File: config.mk
export PLATFORM = sky130hd
export DESIGN_NAME = aq_axis_pack64
export DESIGN_NICKNAME = d
export VERILOG_FILES = /design/src/rtl/aq_axis_pack64.sv
export SDC_FILE = /design/constraint.sdc
export NUM_CORES = 1
export LEC_CHECK = 0
export CAP_MARGIN = 10
export CORE_MARGIN = 2
export CORE_UTILIZATION = 35
export CTS_CLUSTER_SIZE = 40
export DETAILED_ROUTE_END_ITERATION = 10
export GPL_TIMING_DRIVEN = 0
export PLACE_DENSITY_LB_ADDON = 0.3
export SYNTH_ARGS = -nofsm -noshare
export SYNTH_HDL_FRONTEND = slang
export SYNTH_SLANG_ARGS = --single-unit
File: constraint.sdc
create_clock -name ACLK -period 17.6 [get_ports ACLK]
set_input_delay 4.4 -clock ACLK [delete_from_list [all_inputs] [get_ports ACLK]]
set_output_delay 4.4 -clock ACLK [all_outputs]
set_load 0.01 [all_outputs]
File: src/rtl/aq_axis_pack64.sv
`default_nettype none
// ============================================================================
//  Module   : aq_axis_pack64
//  Purpose  : Packs a 32-bit AXI-Stream into 64-bit beats for a DMA write
//             port, with a 2-entry output FIFO and per-frame beat counting.
//  Revision : 1.0 - initial release
// ============================================================================
module aq_axis_pack64 #(
    parameter int CNT_W     = 16,
    parameter bit SWAP_HALF = 1'b0
) (
    input  logic             ACLK,
    input  logic             ARESET,
    input  logic [31:0]      S_AXIS_TDATA,
    input  logic             S_AXIS_TVALID,
    output logic             S_AXIS_TREADY,
    input  logic             S_AXIS_TLAST,
    output logic [63:0]      M_AXIS_TDATA,
    output logic             M_AXIS_TVALID,
    input  logic             M_AXIS_TREADY,
    output logic [7:0]       M_AXIS_TSTRB,
    output logic             M_AXIS_TKEEP,
    output logic             M_AXIS_TLAST,
    output logic [CNT_W-1:0] FRAME_BEATS,
    output logic             FRAME_DONE
);

    localparam logic [0:0] ST_LOW  = 1'b0;   // no word held
    localparam logic [0:0] ST_HIGH = 1'b1;   // one word held in r_hold

    logic [0:0]       r_state;
    logic [0:0]       w_state_nxt;
    logic [31:0]      r_hold;
    logic             r_s_ready;

    logic [63:0]      r_fifo_data [0:1];
    logic [7:0]       r_fifo_strb [0:1];
    logic             r_fifo_last [0:1];
    logic             r_wr_ptr;
    logic             r_rd_ptr;
    logic [1:0]       r_count;
    logic [1:0]       w_count_nxt;

    logic [CNT_W-1:0] r_cnt;
    logic [CNT_W-1:0] w_cnt_inc;
    logic [CNT_W-1:0] r_frame_beats;
    logic             r_frame_done;

    logic             w_acc;
    logic             w_pop;
    logic             w_push;
    logic [63:0]      w_push_data;
    logic [7:0]       w_push_strb;
    logic             w_push_last;

    assign w_acc       = S_AXIS_TVALID & r_s_ready;
    assign w_pop       = (r_count != 2'd0) & M_AXIS_TREADY;
    assign w_count_nxt = r_count + 2'(w_push) - 2'(w_pop);
    assign w_cnt_inc   = (r_cnt == {CNT_W{1'b1}}) ? r_cnt : r_cnt + CNT_W'(1);

    // Pack state register
    always_ff @(posedge ACLK) begin
        if (ARESET) r_state <= ST_LOW;
        else        r_state <= w_state_nxt;
    end

    // Next state: a lone word moves to HIGH, any word in HIGH returns to LOW
    always_comb begin
        w_state_nxt = r_state;
        if (w_acc) begin
            case (r_state)
                ST_LOW:  if (!S_AXIS_TLAST) w_state_nxt = ST_HIGH;
                ST_HIGH: w_state_nxt = ST_LOW;
                default: w_state_nxt = ST_LOW;
            endcase
        end
    end

    // Beat build: half beat for a LOW-state TLAST word, full beat from HIGH
    always_comb begin
        w_push      = 1'b0;
        w_push_data = 64'd0;
        w_push_strb = 8'd0;
        w_push_last = 1'b0;
        if (w_acc) begin
            case (r_state)
                ST_LOW: begin
                    if (S_AXIS_TLAST) begin
                        w_push      = 1'b1;
                        w_push_last = 1'b1;
                        w_push_data = SWAP_HALF ? {S_AXIS_TDATA, 32'd0} : {32'd0, S_AXIS_TDATA};
                        w_push_strb = SWAP_HALF ? 8'hF0 : 8'h0F;
                    end
                end
                ST_HIGH: begin
                    w_push      = 1'b1;
                    w_push_last = S_AXIS_TLAST;
                    w_push_data = SWAP_HALF ? {r_hold, S_AXIS_TDATA} : {S_AXIS_TDATA, r_hold};
                    w_push_strb = 8'hFF;
                end
                default: ;
            endcase
        end
    end

    // Hold register captures the first word of a pair
    always_ff @(posedge ACLK) begin
        if (ARESET)
            r_hold <= 32'd0;
        else if (w_acc && (r_state == ST_LOW) && !S_AXIS_TLAST)
            r_hold <= S_AXIS_TDATA;
    end

    // Output FIFO; ready is registered from the next occupancy so the input
    // side never sees a combinational path from M_AXIS_TREADY
    always_ff @(posedge ACLK) begin
        if (ARESET) begin
            for (int i = 0; i < 2; i++) begin
                r_fifo_data[i] <= 64'd0;
                r_fifo_strb[i] <= 8'd0;
                r_fifo_last[i] <= 1'b0;
            end
            r_wr_ptr  <= 1'b0;
            r_rd_ptr  <= 1'b0;
            r_count   <= 2'd0;
            r_s_ready <= 1'b0;
        end else begin
            if (w_push) begin
                r_fifo_data[r_wr_ptr] <= w_push_data;
                r_fifo_strb[r_wr_ptr] <= w_push_strb;
                r_fifo_last[r_wr_ptr] <= w_push_last;
                r_wr_ptr              <= ~r_wr_ptr;
            end
            if (w_pop)
                r_rd_ptr <= ~r_rd_ptr;
            r_count   <= w_count_nxt;
            r_s_ready <= (w_count_nxt != 2'd2);
        end
    end

    // Beat counter and frame completion reporting
    always_ff @(posedge ACLK) begin
        if (ARESET) begin
            r_cnt         <= '0;
            r_frame_beats <= '0;
            r_frame_done  <= 1'b0;
        end else begin
            r_frame_done <= 1'b0;
            if (w_pop) begin
                if (M_AXIS_TLAST) begin
                    r_frame_beats <= w_cnt_inc;
                    r_cnt         <= '0;
                    r_frame_done  <= 1'b1;
                end else begin
                    r_cnt <= w_cnt_inc;
                end
            end
        end
    end

    assign S_AXIS_TREADY = r_s_ready;
    assign M_AXIS_TVALID = (r_count != 2'd0);
    assign M_AXIS_TDATA  = r_fifo_data[r_rd_ptr];
    assign M_AXIS_TSTRB  = r_fifo_strb[r_rd_ptr];
    assign M_AXIS_TLAST  = r_fifo_last[r_rd_ptr];
    assign M_AXIS_TKEEP  = 1'b1;
    assign FRAME_BEATS   = r_frame_beats;
    assign FRAME_DONE    = r_frame_done;

endmodule
`default_nettype wire

==> flow_summary.toml <==
[cts]
clock-sinks = 206
cts_resized = 0
clk_pin_slew_ps = 60
cts_tree = "done"
htree_levels = 1
clk_latency_ps = 520
cts-root-buf = "clkbuf_16"
cts_inserted_buffers = 22
postCtsSetupRepairBufs = 0
cts.path.max_buffers = 3
holdBufCountCts = 0

[grt]
track_usage_pct = 17.6
grt_overflow = 0
grt_pass1_wl_um = 39200
grt_pass1_vias = 7179
grt_max_degree = 38
antenna_found_initial = 2

[yosys]
syn_avg_cell_area_um2 = 10.4
yosysSeqAreaShare_pct = 57.9
synth_top_area_share_pct = 42.7
synthTopCellsByArea = "edfxtp_1 43%, dfxtp_1 15%, mux2_2 7.9%"
async_flop_share_pct = 0
ys_warn_count = 0
synth_cell_type_count = 62
synth-main-ff-cell = "edfxtp_1"
synth_most_common_cell = "nand2_1"
yosys.area.top_type = "edfxtp_1"
syn-num-nets = 946
synthesis.area_mm2 = 0.00943
synth_cells = 906
synth_edf_count = 134
synth_common_cells = "186 x nand2_1, 134 x edfxtp_1, 84 x nor2_1"
ys_seq_elements = 206

[worst_setup_path]
worst_ep_required_time_ps = 13200
crit_fanout = 10
startpoint_type = "flop"
r2r_start = "S_AXIS_TREADY"
arrival_ps = 3120
end_kind = "primary output"
worstSetupPathType = "flop to primary output"

[final_layout]
area_growth_pct = 26.2
final_cell_count_no_fill = 1418
post-route-util_pct = 44.5
final_nets = 1100
drive_above_1_share_pct = 13.0

[sta]
relSlewSlack_pct = 43.0
post-route-period-util_pct = 42.7
final_max_slew_viol_count = 0
whs_ps = 449
setup_viol = 0
setup_tns_ps = 0
fin_crit_ps = 7520
tightest_slew_ps = 851
fmax_ghz = 0.133
rsz0062_at_grt = "no"
fin_skew_ps = 20.9
timing.final.ws_setup_ps = 10080
hold_viol_final = 0

[detailed_routing]
firstDrtPassIters = 4
wire_per_inst_um = 17.7
finalWirelength_um = 25100
via_per_inst = 5.10
drc = 0
vias = 7233
antenna_left = 0
drtIter0Drc = 600

[floorplanning]
core_mm2 = 0.0267
die_h_um = 168
io_pins = 130
start_util_pct = 35.3
die_w_um = 168
rows = 60
die_area_mm2 = 0.0283

[power_and_ir_drop]
powerDensity_mw_per_mm2 = 111
ir_drop_mv = 0.0639
leakage_uw = 0.00433

[min_path]
min_from = "FRAME_BEATS[8]"
hold_class = "flop to flop"

[placement]
dp_hpwl_um = 17000
dp_slack_ps = 10080
port_buffers = 127
place_inst = 1377
gp_congestion = 0.847

[run_status]
status = "completed"

[job]
cap_violations = 0
## placed cells by master, fill, tap and decap left out, types with 7 or more instances in the layout
master,instances
a211oi_1,7
a21oi_1,46
and2_1,7
and3_1,67
buf_2,13
buf_4,7
clkbuf_1,59
clkbuf_16,22
clkdlybuf4s50_1,127
dfxtp_1,72
edfxtp_1,134
inv_1,7
mux2_2,66
nand2_1,185
nor2_1,84
nor3_1,8
o21ai_0,36
o21ai_1,9
## layout make-up
cell class                      count  area (µm²)
Antenna cell                        1        2.50
Buffer                             82         367
Clock buffer                       31         614
Clock inverter                      9        76.3
Fill cell                        2528       14800
Inverter                           10        37.5
Multi-Input combinational cell    608        3580
Sequential cell                   206        5470
Tap cell                          341         427
Timing Repair Buffer              130        1330
## through the flow
step | power (µW) | area [µm²]
2_1_floorplan | 738 | 9430
3_3_place_gp | 893 | 11100
3_5_place_dp | 892 | 11200
4_1_cts | 1340 | 11900
5_1_grt | 1380 | 11900
6_report | 1330 | 11900
## cells by family (layout without fill, tap and decap cells)
kind of cell	Yosys count	after routing	share of synthesized area, %
buffers and inverters	92	262	4.28
XOR/XNOR	8	8	0.743
AO/OA/AOI/OAI	131	131	8.37
other	1	2	0.0398
flip-flops	206	206	57.9
adder cells (fa/ha/maj)	3	3	0.398
multiplexers	68	68	8.09
AND/OR/NAND/NOR	397	397	20.1
## final timing paths
kind / endpoint / slack [ps] / depth (start not counted)
worst max-delay path: M_AXIS_TDATA[32] / 10080 / 4
worst min-delay path: FRAME_BEATS[8] / 450 / 2
worst max register to register: r_fifo_data[1][5] / 14820 / 8
worst min register to register: FRAME_BEATS[8] / 450 / 2
## power breakdown
| part | switching (µW) | total [µW] | leakage, µW | internal, µW |
|---|---|---|---|---|
| logic | 163 | 314 | 0.00202 | 151 |
| clock network | 188 | 446 | 0.000339 | 258 |
| registers | 14.1 | 565 | 0.00198 | 551 |
| total | 366 | 1330 | 0.00433 | 960 |
## routing by layer
layer / wire [µm] / global-route usage (%) / up-vias
met2: 11900 / 29.6 / 224
met3: 1490 / 3.41 / 45
met5: 13 / 0 / -
met4: 707 / 5.85 / 2
met1: 11000 / 23.1 / 3454
li1: - / - / 3508
## sequential cells by signal, indices dropped and copies added, names as in the netlist, named ones only
name,cells
r_fifo_data,128
r_hold,32
FRAME_BEATS,16
r_cnt,16
r_fifo_strb,4
r_count,2
r_fifo_last,2
FRAME_DONE,1
S_AXIS_TREADY,1
r_rd_ptr,1
r_state,1
r_wr_ptr,1
## worst max-delay path, cell delays in order, from the launching register on
cell and delay [ps]:
dfxtp_1 430, buf_1 660, clkbuf_1 600, mux2_2 440
clkdlybuf4s50_1 490
Power figures use the tool's default switching activity.
